==> src/rtl/mouse_pkg.sv <==
// Shared types and widths for the PS/2 mouse block.
package mouse_pkg;

  localparam int MOUSE_W = 12;

  typedef enum logic [1:0] {IDLE, SETUP, STROBE, HOLD} cfg_state_t;
  typedef enum logic [1:0] {STEP_MAX_X, STEP_MAX_Y, STEP_X, STEP_Y} cfg_step_t;

  // Start position clamped into [0, limit]; unsigned compare.
  function automatic logic [MOUSE_W-1:0] clamp_start(input logic [MOUSE_W-1:0] pos,
                                                     input logic [MOUSE_W-1:0] lim);
    return (pos > lim) ? lim : pos;
  endfunction

endpackage

==> src/rtl/mouse_cfg_seq.sv <==
// Configuration sequencer: writes X limit, Y limit, start X, start Y into the
// mouse controller over a shared value bus with one-hot load strobes.
module mouse_cfg_seq
  import mouse_pkg::*;
#(
  parameter int GAP       = 4,   // hold cycles after each strobe, 1..15
  parameter int AUTO_INIT = 1    // 1: run one sequence right after reset
) (
  input  logic               clk100MHz,
  input  logic               rst,        // async, active low
  input  logic               cfg_req,
  input  logic [MOUSE_W-1:0] max_x,
  input  logic [MOUSE_W-1:0] max_y,
  input  logic [MOUSE_W-1:0] start_x,
  input  logic [MOUSE_W-1:0] start_y,
  output logic [MOUSE_W-1:0] value,
  output logic               setmax_x,
  output logic               setmax_y,
  output logic               setx,
  output logic               sety,
  output logic               busy,
  output logic               done
);

  localparam int              CNT_W     = $clog2(GAP + 1);
  localparam logic [CNT_W-1:0] HOLD_LAST = CNT_W'(GAP - 1);
  localparam bit              AUTO      = (AUTO_INIT != 0);

  cfg_state_t                     state_q;
  cfg_step_t                      step_q;
  logic [CNT_W-1:0]               cnt_q;
  logic                           pend_q;
  logic                           arm_q;    // first cycle after reset release
  logic [3:0][MOUSE_W-1:0]        snap_q;   // indexed by step
  logic [MOUSE_W-1:0]             value_q;
  logic [3:0]                     strb_q;   // one bit per step
  logic                           busy_q;
  logic                           done_q;

  logic      start_c;
  logic      pend_c;
  cfg_step_t step_nxt;

  // Start sources and request merging while a sequence is running.
  always_comb begin
    start_c  = cfg_req | pend_q | (AUTO & arm_q);
    pend_c   = pend_q | cfg_req;
    step_nxt = cfg_step_t'(step_q + 2'd1);
  end

  // Sequencer FSM; every output is registered here.
  always_ff @(posedge clk100MHz or negedge rst) begin
    if (!rst) begin
      state_q <= IDLE;
      step_q  <= STEP_MAX_X;
      cnt_q   <= '0;
      pend_q  <= 1'b0;
      arm_q   <= 1'b1;
      snap_q  <= '0;
      value_q <= '0;
      strb_q  <= '0;
      busy_q  <= 1'b0;
      done_q  <= 1'b0;
    end else begin
      arm_q  <= 1'b0;
      done_q <= 1'b0;
      strb_q <= '0;
      unique case (state_q)
        IDLE: begin
          if (start_c) begin
            // Snapshot so later input changes cannot disturb this sequence.
            snap_q[STEP_MAX_X] <= max_x;
            snap_q[STEP_MAX_Y] <= max_y;
            snap_q[STEP_X]     <= clamp_start(start_x, max_x);
            snap_q[STEP_Y]     <= clamp_start(start_y, max_y);
            value_q <= max_x;
            step_q  <= STEP_MAX_X;
            pend_q  <= 1'b0;
            busy_q  <= 1'b1;
            state_q <= SETUP;
          end else begin
            value_q <= '0;
            busy_q  <= 1'b0;
          end
        end
        SETUP: begin
          pend_q         <= pend_c;
          strb_q[step_q] <= 1'b1;
          state_q        <= STROBE;
        end
        STROBE: begin
          pend_q  <= pend_c;
          cnt_q   <= HOLD_LAST;
          state_q <= HOLD;
        end
        HOLD: begin
          pend_q <= pend_c;
          if (cnt_q != '0) begin
            cnt_q <= cnt_q - 1'b1;
          end else if (step_q == STEP_Y) begin
            // A pending request keeps busy high through the done cycle.
            value_q <= '0;
            done_q  <= 1'b1;
            busy_q  <= pend_c;
            state_q <= IDLE;
          end else begin
            step_q  <= step_nxt;
            value_q <= snap_q[step_nxt];
            state_q <= SETUP;
          end
        end
        default: state_q <= IDLE;
      endcase
    end
  end

  assign value    = value_q;
  assign setmax_x = strb_q[STEP_MAX_X];
  assign setmax_y = strb_q[STEP_MAX_Y];
  assign setx     = strb_q[STEP_X];
  assign sety     = strb_q[STEP_Y];
  assign busy     = busy_q;
  assign done     = done_q;

endmodule

==> config.mk <==
export PLATFORM = sky130hd
export DESIGN_NAME = mouse_cfg_seq
export DESIGN_NICKNAME = d
export VERILOG_FILES = /design/src/rtl/mouse_pkg.sv /design/src/rtl/mouse_cfg_seq.sv
export SDC_FILE = /design/constraint.sdc
export NUM_CORES = 1
export LEC_CHECK = 0
export ABC_CLOCK_PERIOD_IN_PS = 5600
export CAP_MARGIN = 0
export CELL_PAD_IN_SITES_DETAIL_PLACEMENT = 2
export CELL_PAD_IN_SITES_GLOBAL_PLACEMENT = 2
export CORE_ASPECT_RATIO = 1.75
export CORE_MARGIN = 8
export CORE_UTILIZATION = 36
export DETAILED_ROUTE_END_ITERATION = 10
export GPL_ROUTABILITY_DRIVEN = 0
export MAX_ROUTING_LAYER = met4
export PLACE_DENSITY_LB_ADDON = 0.1
export SETUP_SLACK_MARGIN = 0.4
export SYNTH_ARGS = -nofsm -noshare
export SYNTH_HDL_FRONTEND = slang
export SYNTH_SLANG_ARGS = --single-unit
==> constraint.sdc <==
create_clock -name clk100MHz -period 5.6 [get_ports clk100MHz]
set_input_delay 0.84 -clock clk100MHz [delete_from_list [all_inputs] [get_ports clk100MHz]]
set_output_delay 0.84 -clock clk100MHz [all_outputs]
set_load 0.01 [all_outputs]
# Word level (Yosys, flattened, before mapping)
# Index checks and enable logic that the tools add are counted.
# totals
regBits	75
in_bits	51
out_inout_bits	18
elab_cells	73
# op_classes
addsub	2
magnitude_cmp	5
n_eq_ne	9
mux	30
n_bitwise	2
reduce_logical	12
# ops
cell	n
$mux 12	6
$bmux 12 s2	1
$gt 12x12->1	2
$pmux 12 s2	1
$mux 2	5
$ne 2x2->1 const B	5
$mux 1	9
$pmux 2 s4	1
$reduce_and 2->1	4
$eq 2x2->1 const B	3
$lt 2x3->1 const B	2
$pmux 3 s2	1
$mux 4	1
$pmux 1 s2	2
$pmux 2 s2	1
$reduce_and 4->1	1
$reduce_bool 2->1	2
$mux 3	1
$reduce_and 3->1	1
$reduce_bool 3->1	1
$reduce_or 3->1	1
$sub 3x1->3 const B	1
$add 2x1->2 const B	1
$demux 1 s2	1
5 further kinds	6

# Depth between registers and ports, before layout
# Gate-level depths: netlist of the first run.
# logic_depth
ltp_word	6
mapped_depth	9

# Least setup slack after synthesis of the first run
# No wires, ideal clock.
# synth_timing
path_kind	input to register
from	in max_y[2]
to	reg snap_q[36] (netlist bit)
t_arrival_ns	2.259
t_required_ns	5.474
slack_ns	3.215
stages	8
cell_sequence	inv_1 -> ha_1 -> a21oi_1 -> o221ai_1 -> a221oi_4 -> buf_4 -> nand3_1 -> o311a_1
# synth_between
elab_chain_cells	2
# synth_lines
element	line_no	rtl
start, declared	mouse_cfg_seq.sv:13	input logic [MOUSE_W-1:0] max_y,
$gt 12x12->1	mouse_pkg.sv:12	return (pos > lim) ? lim : pos;
$mux 12	mouse_pkg.sv:12	
end signal, assigned by index	mouse_cfg_seq.sv:72	snap_q[STEP_MAX_X] <= max_x;
end signal, assigned by index	mouse_cfg_seq.sv:73	snap_q[STEP_MAX_Y] <= max_y;
end signal, assigned by index	mouse_cfg_seq.sv:74	snap_q[STEP_X] <= clamp_start(start_x, max_x);
end, declared	mouse_cfg_seq.sv:34	logic [3:0][MOUSE_W-1:0] snap_q;
# Every way passes these cells.
# A chain may end at the register's enable or synchronous reset.

# Final worst setup path of the first run
# layout_timing
from	in max_x[1]
to	reg snap_q[26] (netlist bit)
# layout_between
elab_chain_cells	2
# layout_lines
element	line_no	rtl
start, declared	mouse_cfg_seq.sv:12	input logic [MOUSE_W-1:0] max_x,
$gt 12x12->1	mouse_pkg.sv:12	
$mux 12	mouse_pkg.sv:12	
# Every way passes these cells.

==> results_dict.tcl, run 1 <==
set metrics [dict create \
    std_cell_rows 54 \
    post_synth_num_cell_types 43 \
    p_sw_frac 0.274 \
    final-max-slew-violation-count 0 \
    finalHoldViolCount 0 \
    fin_setup_tns_ns 0 \
    postSynth.asyncResetShare 1.00 \
    routed_wire_length_per_instance_um 20.6 \
    critPathMaxStageDelay_ns 0.61 \
    post_synthesis_share_of_cell_area_spent_on_xor_and_xnor_gates 0 \
    combinational_family_with_the_most_area_after_synthesis "compound AO/OA/AOI/OAI gates" \
    hold_class "flip-flop to flip-flop" \
    critical_path.slowest_cell "sky130_fd_sc_hd__and3_1" \
    fmax_mhz 306 \
    criticalPathCategory "input port to flip-flop" \
    p_leak_nw 2.33 \
    antenna_violating_nets_post_route 0 \
    max_cap_viol_count 0 \
    final_cell_count_no_fill 711 \
    synthTopCellsByCount "74 x sky130_fd_sc_hd__dfrtp_1, 64 x sky130_fd_sc_hd__nand2_1, 53 x sky130_fd_sc_hd__o21ai_0" \
    synth-edff-count 0 \
    overflow 0 \
    drive_gt1_frac 0.0847 \
    combinational_share_of_power 0.162 \
    synth_largest_type_area_fraction 0.409 \
    port_buffers 68 \
    clock-root-buffer "sky130_fd_sc_hd__clkbuf_16" \
    post_cts_buffers 0 \
    n_antenna_cell 0 \
    worst_slew_pin_slew_ns 1.11 \
    drt_drc_violations_left 0 \
    power_density_nw_per_um2 290 \
    synthesis.nets 570 \
    synthAdderAreaFrac 0.0939 \
    globalRouteTotalUtil 0.195 \
    synth-compound-area-share 0.206 \
    fp.coreArea_um2 12400 \
    post_synth_instance_area_um2 4530 \
    ys.warnings.count 0 \
    ctsHtreeMaxLevel 3 \
    yosys-top-cells-area "sky130_fd_sc_hd__dfrtp_1 41%, sky130_fd_sc_hd__ha_1 9.4%, sky130_fd_sc_hd__mux4_2 6.0%" \
    cts_hold_repair.buffers 0 \
    layout.filler_cells 1341 \
    timing.critical_path.arrival_ns 3.46 \
    floorplan.die.width_um 101 \
    first_pass_grt_wire_length_um 24200 \
    fin_skew_ns 0.00306 \
    cts.repair.resized 0 \
    detailedRoute.firstIterationViolations 145 \
    post_synthesis_share_of_cell_area_spent_on_and_or_nand_and_nor_gates 0.154 \
    synth.area.mux_share 0.0668 \
    setup_ws_ns 2.33 \
    clock_power_share 0.332 \
    synthMostInstantiatedCell "sky130_fd_sc_hd__dfrtp_1" \
    max_slew_headroom 0.259 \
    ys_dominant_reg_cell "sky130_fd_sc_hd__dfrtp_1" \
    dp.cells 695 \
    rsz0062_at_grt "false" \
    die_area_um2 16600 \
    end_kind "flip-flop" \
    synth_seq_cells 75 \
    layout-area-overhead-vs-synth_pct 23.1 \
    ys_seq_area_frac 0.414 \
    clock-sinks 75 \
    nNetsFinal 623 \
    number_of_antenna_violations_at_the_first_check_in_global_routing 0 \
    hold_ws_ns 0.481 \
    tritoncts_buffer_count 9 \
    max-vdd-ir-drop_uv 136 \
    yosys.area.top_type "sky130_fd_sc_hd__dfrtp_1" \
    p_switching_w 0.000444 \
    run_status "completed" \
    floorplan.initialDensity 0.367 \
    required_time_of_the_worst_setup_path_ns 5.79 \
    fraction_of_the_cycle_the_final_worst_path_needs 0.584 \
    detailedRoute.firstPassIterationCount 4 \
    setup_viol_count_final 0 \
    clk_path_buf_depth 2 \
    dpl-instance-area_um2 5300 \
    first_global_vias 4551 \
    layout_min_cycle_time_ns 3.27 \
    detail_route.vias_per_cell 5.50 \
    num_io_pins 69 \
    maximum_number_of_pins_on_one_net_before_global_route_repair 90 \
    p_seq_frac 0.506 \
    crit_path_cell_trace "clkdlybuf4s50_1 -> inv_1 -> ha_1 -> nor2b_1 -> o211ai_1 -> a211o_1 -> and3_1 -> a311oi_1" \
    route.vias.total 3909 \
    internal_power_w 0.00118 \
    cp-start-kind "input port" \
    final_cell_area_um2 5580 \
    post_synth_inst_count 485 \
    clock_transition_at_the_registers_of_the_reported_paths_ns 0.06 \
    hpwl_um 11100 \
    cts_tree "yes" \
    cp_max_fanout 13 \
    clkLatencyLatePin_ns 0.34 \
    wl_um 14600 \
    die_height_um 164 \
    syn_avg_cell_area_um2 9.34 \
    placement.setup.worst_slack_ns 2.02 \
]
[final cells by class]
type | count | area (um2) | share of cell area
Clock buffer | 14 | 264 | 0.0473
Inverter | 35 | 131 | 0.0236
Multi-Input combinational cell | 343 | 2360 | 0.423
Clock inverter | 2 | 10.0 | 0.00179
Tap cell | 168 | 210 | 0.0377
Sequential cell | 75 | 1880 | 0.337
Timing Repair Buffer | 74 | 723 | 0.130
[stage by stage]
| step | total power [W] | util |
|---|---|---|
| 6_report | 0.00162 | 0.451 |
| 5_1_grt | 0.00169 | 0.451 |
| 4_1_cts | 0.00164 | 0.451 |
| 3_5_place_dp | 0.00109 | 0.429 |
| 3_3_place_gp | 0.00107 | 0.429 |
| 2_1_floorplan | 0.000938 | - |
[logic make-up after synthesis]
family,after synthesis
buffers and inverters,67
AOI/OAI and AO/OA,141
muxes,15
adders and majority gates,34
DFF,75
other,1
and+or+nand+nor,152
[worst paths after layout]
| check | end | cells after the start | slack [ns] | start |
|---|---|---|---|---|
| worst max-delay path | snap_q[26] | 8 | 2.33 | max_x[1] |
| max in group asynchronous | snap_q[19] | 1 | 4.30 | rst |
| worst min register to register | cnt_q[0] | 1 | 0.48 | cnt_q[0] |
| min in group asynchronous | strb_q[0] | 1 | 0.64 | rst |
| worst min-delay path | cnt_q[0] | 1 | 0.48 | cnt_q[0] |
| worst max register to register | value[10] | 5 | 2.54 | step_q[0] |
[critical path: cells and delay by family]
family	cells	cell delay, ns
AO/OA/AOI/OAI	3	0.86
adder cells (fa/ha/maj)	1	0.33
AND/OR/NAND/NOR	2	0.77
buffers and inverters	2	0.65
[flip-flops by register name, summed over array words and instances, names as in the netlist]
| register | cells |
|---|---|
| snap_q | 48 |
| value | 12 |
| strb_q | 4 |
| cnt_q | 3 |
| state_q | 2 |
| step_q | 2 |
| arm_q | 1 |
| busy | 1 |
| done | 1 |
| pend_q | 1 |
[power by group through the flow]
stage	clock network [W]	logic (W)	registers, W
after floorplan	0	0.000170	0.000768
after global placement	0	0.000253	0.000816
after detailed placement	0	0.000264	0.000829
after CTS	0.000554	0.000266	0.000821
after global routing	0.000570	0.000287	0.000838
final	0.000538	0.000262	0.000820
[per-layer routing]
metal  vias to the layer above  global-route usage  part of all wire
met2                        70               0.357              0.57
met1                      1993               0.206              0.38
met3                        18              0.0224             0.026
li1                       1828                   -                 -
met4                         0              0.0803             0.022
met5                         -                   -                 0
[cell usage in the layout, fill, tap and decap left out, types with 2 or more instances in the layout]
master                            netlist  routed
sky130_fd_sc_hd__nor3_2                 3       3
sky130_fd_sc_hd__a21oi_1               18      18
sky130_fd_sc_hd__clkbuf_1              10       3
sky130_fd_sc_hd__o21ai_0               53      53
sky130_fd_sc_hd__nor2b_1                4       4
sky130_fd_sc_hd__a211oi_2               6       6
sky130_fd_sc_hd__clkdlybuf4s50_1        0      67
sky130_fd_sc_hd__mux2_2                 2       2
sky130_fd_sc_hd__ha_1                  34      34
sky130_fd_sc_hd__o21ai_1                5       5
sky130_fd_sc_hd__a311oi_1               2       2
sky130_fd_sc_hd__a22oi_1               12      12
sky130_fd_sc_hd__clkbuf_16              0       9
sky130_fd_sc_hd__nand2b_1               5       5
sky130_fd_sc_hd__and2_1                 5       5
sky130_fd_sc_hd__clkbuf_8               0       2
sky130_fd_sc_hd__nand4_1                6       6
sky130_fd_sc_hd__clkinv_2               0       2
sky130_fd_sc_hd__inv_1                 35      35
sky130_fd_sc_hd__nor2_1                34      34
sky130_fd_sc_hd__a31oi_1               12      12
sky130_fd_sc_hd__nand2_1               64      64
sky130_fd_sc_hd__or3_1                 13      13
sky130_fd_sc_hd__a22o_1                 3       3
sky130_fd_sc_hd__nand3_1                3       3
sky130_fd_sc_hd__o31a_1                 5       5
sky130_fd_sc_hd__mux4_2                12      12
sky130_fd_sc_hd__a211oi_1              16      16
sky130_fd_sc_hd__nor3_1                14      14
sky130_fd_sc_hd__dfrtp_1               74      74
sky130_fd_sc_hd__buf_4                  4       7
Note: power is estimated with default switching activity, not from simulation.
==> run 2, diff against run 1 <==
ABC_CLOCK_PERIOD_IN_PS = 3050   (was 5600)
CORE_UTILIZATION = 34   (was 36)
clock period = 3.05 ns   (was 5.6 ns; I/O delays follow)
==> run 2 against run 1 <==
Global-route usage shrank 0.54 points. Combinational power rose by 89%. Register-to-register slack got worse by 1.8 ns. Total power rose by 95%. Clock power increased by 120%. Clock skew increased by 0.0031 ns. Via count up 1.4%. Critical path depth down 1. Critical endpoint is now snap_q[28].
==> results_dict.tcl, run 2 (synthesis gave the netlist of run 1 again) <==
set metrics [dict create \
    crit-reg2reg-capture "value[8]" \
    wl_um 15100 \
    overflow 0 \
    clkLatencyLatePin_ns 0.34 \
    drt_drc_violations_left 0 \
    fin_skew_ns 0.00611 \
    num_io_pins 69 \
    worst-r2r-setup-slack_ns 0.71 \
    nNetsFinal 633 \
    maximum_number_of_pins_on_one_net_before_global_route_repair 90 \
    required_time_of_the_worst_setup_path_ns 3.27 \
    end_kind "flip-flop" \
    p_leak_nw 2.41 \
    layout.cells.most_common_list "74 x sky130_fd_sc_hd__dfrtp_1, 67 x sky130_fd_sc_hd__clkdlybuf4s50_1, 64 x sky130_fd_sc_hd__nand2_1" \
    tritoncts_buffer_count 9 \
    floorplan.die.width_um 103 \
    post_cts_buffers 0 \
    rsz0062_at_grt "false" \
    hold_class "input port to async pin" \
    first_pass_grt_wire_length_um 24400 \
    ctsHtreeMaxLevel 3 \
    clock-root-buffer "sky130_fd_sc_hd__clkbuf_16" \
    regMostFlops "snap_q" \
    fmax_mhz 405 \
    drive_gt1_frac 0.105 \
    critical_path.reg2reg.startpoint "step_q[0]" \
    max_slew_headroom 0.344 \
    port_buffers 68 \
    final_cell_area_um2 5730 \
    globalRouteTotalUtil 0.190 \
    finalHoldViolCount 0 \
    fraction_of_the_cycle_the_final_worst_path_needs 0.810 \
    dpl-instance-area_um2 5410 \
    detailedRoute.firstPassIterationCount 4 \
    fin_setup_tns_ns 0 \
    clock-sinks 75 \
    max_cap_viol_count 0 \
    hpwl_um 11500 \
    timing.critical_path.arrival_ns 2.69 \
    die_height_um 169 \
    n_antenna_cell 0 \
    power_density_nw_per_um2 551 \
    final_common_cell "sky130_fd_sc_hd__dfrtp_1" \
    layout_min_cycle_time_ns 2.47 \
    clock_transition_at_the_registers_of_the_reported_paths_ns 0.06 \
    number_of_antenna_violations_at_the_first_check_in_global_routing 0 \
    largest_register_ff_count 48 \
    clk_path_buf_depth 2 \
    run_status "completed" \
    cp_max_fanout 12 \
    floorplan.initialDensity 0.342 \
    detail_route.vias_per_cell 5.45 \
    cp-start-kind "input port" \
    final-max-slew-violation-count 0 \
    first_global_vias 4564 \
    route.vias.total 3964 \
    cts_tree "yes" \
    criticalPathCategory "input port to flip-flop" \
    cts_hold_repair.buffers 0 \
    std_cell_rows 56 \
    fp.coreArea_um2 13200 \
    setup_viol_count_final 0 \
    cts.repair.resized 1 \
    detailedRoute.firstIterationViolations 155 \
    max-vdd-ir-drop_uv 232 \
    worst_slew_pin_slew_ns 0.984 \
    routed_wire_length_per_instance_um 20.7 \
    die_area_um2 17400 \
    layout-area-overhead-vs-synth_pct 26.5 \
    antenna_violating_nets_post_route 0 \
    layout.filler_cells 1465 \
    rr_worst_depth 5 \
]
run 2: layout make-up:
class / instances / area (um2) / area share
multi-input combinational: 343 / 2360 / 0.412
sequential: 75 / 1880 / 0.328
timing repair buffer: 84 / 823 / 0.144
clock buffer: 12 / 246 / 0.0430
tap: 174 / 218 / 0.0380
inverter: 35 / 131 / 0.0229
clock inverter: 4 / 73.8 / 0.0129
run 2: report_power, final:
group	switching (W)	total (W)	leakage, nW	internal, W
sequential	0.000214	0.00150	0.906	0.00129
clock	0.000420	0.00116	0.157	0.000739
combinational	0.000210	0.000494	1.35	0.000284
run 2: worst max path at each step:
stage | from | end | slack [ns] | cells past startpoint
finish | max_x[6] | snap_q[28] | 0.58 | 7
global route | max_x[10] | snap_q[28] | 0.49 | 7
CTS | max_x[6] | snap_q[28] | 0.54 | 7
detailed placement | max_x[6] | snap_q[28] | 0.26 | 7
global placement | max_x[11] | snap_q[28] | 0.40 | 7
floorplan | step_q[0] | value[2] | 0.85 | 8
run 2: routing by layer:
metal	track usage	wire length (um)	vias up
met2	0.340	8490	73
met4	0.0754	469	0
met5	-	0	-
met3	0.0271	447	27
met1	0.201	5660	2010
li1	-	-	1854
run 2: critical path, stage by stage:
cell,delay (ns)
sky130_fd_sc_hd__clkdlybuf4s50_1,0.54
sky130_fd_sc_hd__inv_1,0.10
sky130_fd_sc_hd__ha_1,0.31
sky130_fd_sc_hd__nand4_1,0.22
sky130_fd_sc_hd__a211o_1,0.32
sky130_fd_sc_hd__and3_1,0.33
sky130_fd_sc_hd__a311oi_1,0.42
run 2: per-stage QoR:
| step | power, W | hold WS (ns) | setup WS [ns] | utilization | instances |
|---|---|---|---|---|---|
| CTS | 0.00319 | 0.311 | 0.541 | 0.433 | 727 |
| finish | 0.00316 | 0.248 | 0.580 | 0.433 | 727 |
| global route | 0.00331 | 0.346 | 0.489 | 0.433 | 727 |
| floorplan | 0.00172 | 0.162 | 0.848 | - | 485 |
| global placement | 0.00197 | 0.455 | 0.399 | 0.409 | 711 |
| detailed placement | 0.00201 | 0.472 | 0.260 | 0.409 | 711 |
==> run 3, diff against run 2 <==
ABC_CLOCK_PERIOD_IN_PS = 2080   (was 3050)
CORE_UTILIZATION = 30   (was 34)
clock period = 2.08 ns   (was 3.05 ns; I/O delays follow)
==> run 3 against run 2 <==
Clock power up 55%. Cell count rose by 24%. Setup slack got worse by 0.45 ns. First-iteration DRC count is 7.1% higher. Register-to-register slack got worse by 0.58 ns. Utilization up 11 points. Critical path type is now flip-flop to flip-flop. Largest power group unchanged. Highest routed layer unchanged.
==> results_dict.tcl, run 3 (synthesis gave the netlist of run 1 again) <==
set metrics [dict create \
    run_status "completed" \
    fraction_of_the_cycle_the_final_worst_path_needs 0.939 \
    first_pass_grt_wire_length_um 29900 \
    detail_route.vias_per_cell 5.57 \
    first_global_vias 5527 \
    clk_path_buf_depth 2 \
    number_of_antenna_violations_at_the_first_check_in_global_routing 0 \
    antenna_violating_nets_post_route 0 \
    p_sw_frac 0.303 \
    finalHoldViolCount 0 \
    final_common_cell "sky130_fd_sc_hd__buf_4" \
    worstHoldPathCells 2 \
    fp.coreArea_um2 14800 \
    p_seq_frac 0.426 \
    critPathMaxStageDelay_ns 0.46 \
    detailedRoute.firstPassIterationCount 8 \
    critical_path.reg2reg.startpoint "state_q[0]" \
    max_cap_viol_count 0 \
    end_kind "flip-flop" \
    rsz0062_at_grt "true" \
    worst_slew_pin_slew_ns 0.605 \
    crit-reg2reg-capture "snap_q[25]" \
    setup_viol_count_final 0 \
    combinational_share_of_power 0.235 \
    design_power_total_w 0.00531 \
    hpwl_um 12800 \
    std_cell_rows 59 \
    critical-path-top-delay-family "flip-flops" \
    critical_path.slowest_cell "sky130_fd_sc_hd__dfrtp_2" \
    hold_path_startpoint "max_y[8]" \
    floorplan.initialDensity 0.305 \
    maximum_number_of_pins_on_one_net_before_global_route_repair 42 \
    fin_skew_ns 0.00644 \
    critPathBufInv 3 \
    nNetsFinal 802 \
    p_leak_nw 3.50 \
    die_height_um 179 \
    final_cell_count_no_fill 905 \
    dp.cells 811 \
    tritoncts_buffer_count 9 \
    p_switching_w 0.00161 \
    rr_worst_depth 8 \
    worst-r2r-setup-slack_ns 0.13 \
    n_antenna_cell 0 \
    routed_wire_length_per_instance_um 27.4 \
    num_io_pins 69 \
    layout-area-overhead-vs-synth_pct 79.2 \
    detailedRoute.firstIterationViolations 166 \
    cts_tree "yes" \
    clock_transition_at_the_registers_of_the_reported_paths_ns 0.06 \
    timing.critical_path.arrival_ns 2.17 \
    largest_register_ff_count 48 \
    ctsHtreeMaxLevel 3 \
    hold_class "input port to flip-flop" \
    seq_area_um2 1880 \
    drive_gt1_frac 0.540 \
    layout.cells.most_common_list "142 x sky130_fd_sc_hd__buf_4, 71 x sky130_fd_sc_hd__dfrtp_1, 63 x sky130_fd_sc_hd__nand2_1" \
    clock-root-buffer "sky130_fd_sc_hd__clkbuf_16" \
    required_time_of_the_worst_setup_path_ns 2.30 \
    cp_max_fanout 17 \
    max_slew_headroom 0.597 \
    clock-sinks 75 \
    drt_drc_violations_left 0 \
    power_density_nw_per_um2 654 \
    criticalPathCategory "flip-flop to flip-flop" \
    internal_power_w 0.00370 \
    wl_um 24800 \
    fmax_mhz 512 \
    die_area_um2 19500 \
    max-vdd-ir-drop_uv 287 \
    regMostFlops "snap_q" \
    clkLatencyLatePin_ns 0.35 \
    route.vias.total 5044 \
    globalRouteTotalUtil 0.208 \
    multiInputGateArea_um2 3220 \
    setup_ws_ns 0.127 \
    final-max-slew-violation-count 0 \
    crit_path_cell_trace "inv_4 -> ha_4 -> o31ai_4 -> buf_12 -> clkbuf_16 -> or3_1 -> a31oi_2 -> a211oi_2" \
    overflow 0 \
    placement.setup.worst_slack_ns -0.540 \
    cp-start-kind "flip-flop" \
    port_buffers 68 \
    layout.filler_cells 1477 \
    layout_min_cycle_time_ns 1.95 \
    clock_power_share 0.338 \
    floorplan.die.width_um 109 \
    whs_endpoint "snap_q[44]" \
]
run 3: worst register-to-register path: cells and delay by family, from the launching register on:
family | cells | cell delay (ns)
compound gates | 3 | 0.37
simple gates | 1 | 0.41
flops | 1 | 0.46
fa+ha+maj | 1 | 0.18
buf+inv | 3 | 0.41
run 3: worst max path at each step:
| stage | endpoint | start | depth (start not counted) | slack (ns) |
|---|---|---|---|---|
| floorplan | snap_q[38] | max_y[8] | 8 | 0.36 |
| global placement | snap_q[46] | max_y[7] | 8 | -0.41 |
| detailed placement | snap_q[46] | max_y[7] | 8 | -0.54 |
| CTS | snap_q[39] | cfg_req | 7 | 0.31 |
| global route | snap_q[25] | state_q[0] | 8 | 0.10 |
| finish | snap_q[25] | state_q[0] | 8 | 0.13 |
run 3: cell type report:
cell class / count / share of cell area
inverter: 35 / 0.0171
multi-input combinational: 343 / 0.396
tap: 183 / 0.0282
sequential: 75 / 0.232
clock inverter: 4 / 0.00894
timing repair buffer: 253 / 0.287
clock buffer: 12 / 0.0316
run 3: per-layer routing:
metal | up-vias | wire [um] | track usage
met1 | 2608 | 8590 | 0.201
met5 | - | 0 | -
li1 | 2198 | - | -
met2 | 156 | 14200 | 0.396
met4 | 0 | 1230 | 0.0895
met3 | 82 | 736 | 0.0239
run 3: timing repair:
action | in CTS | in global routing
setup endpoints to repair | 54 | 40
resized for setup | 224 | 107
hold endpoints to repair | 19 | 0
buffers inserted | 32 | 36
pin swaps | 34 | 36
hold buffers | 1 | 0
gates cloned | 4 | 5
run 3: power by group through the flow:
stage	sequential, W	clock [W]	combinational (W)
after global placement	0.00218	0	0.000880
after CTS	0.00220	0.00177	0.00105
final	0.00227	0.00180	0.00125
after floorplan	0.00207	0	0.000498
after global routing	0.00228	0.00186	0.00131
after detailed placement	0.00221	0	0.000908
run 3: per-stage QoR:
step,area [um2],util,hold slack (ns),TNS (ns)
4_1_cts,7350,0.495,0.234,0
3_5_place_dp,6290,0.424,0.356,-10.15
2_1_floorplan,4720,-,0.0164,0
6_report,8120,0.547,0.220,0
3_3_place_gp,6290,0.424,0.355,-8.42
5_1_grt,8120,0.547,0.242,0
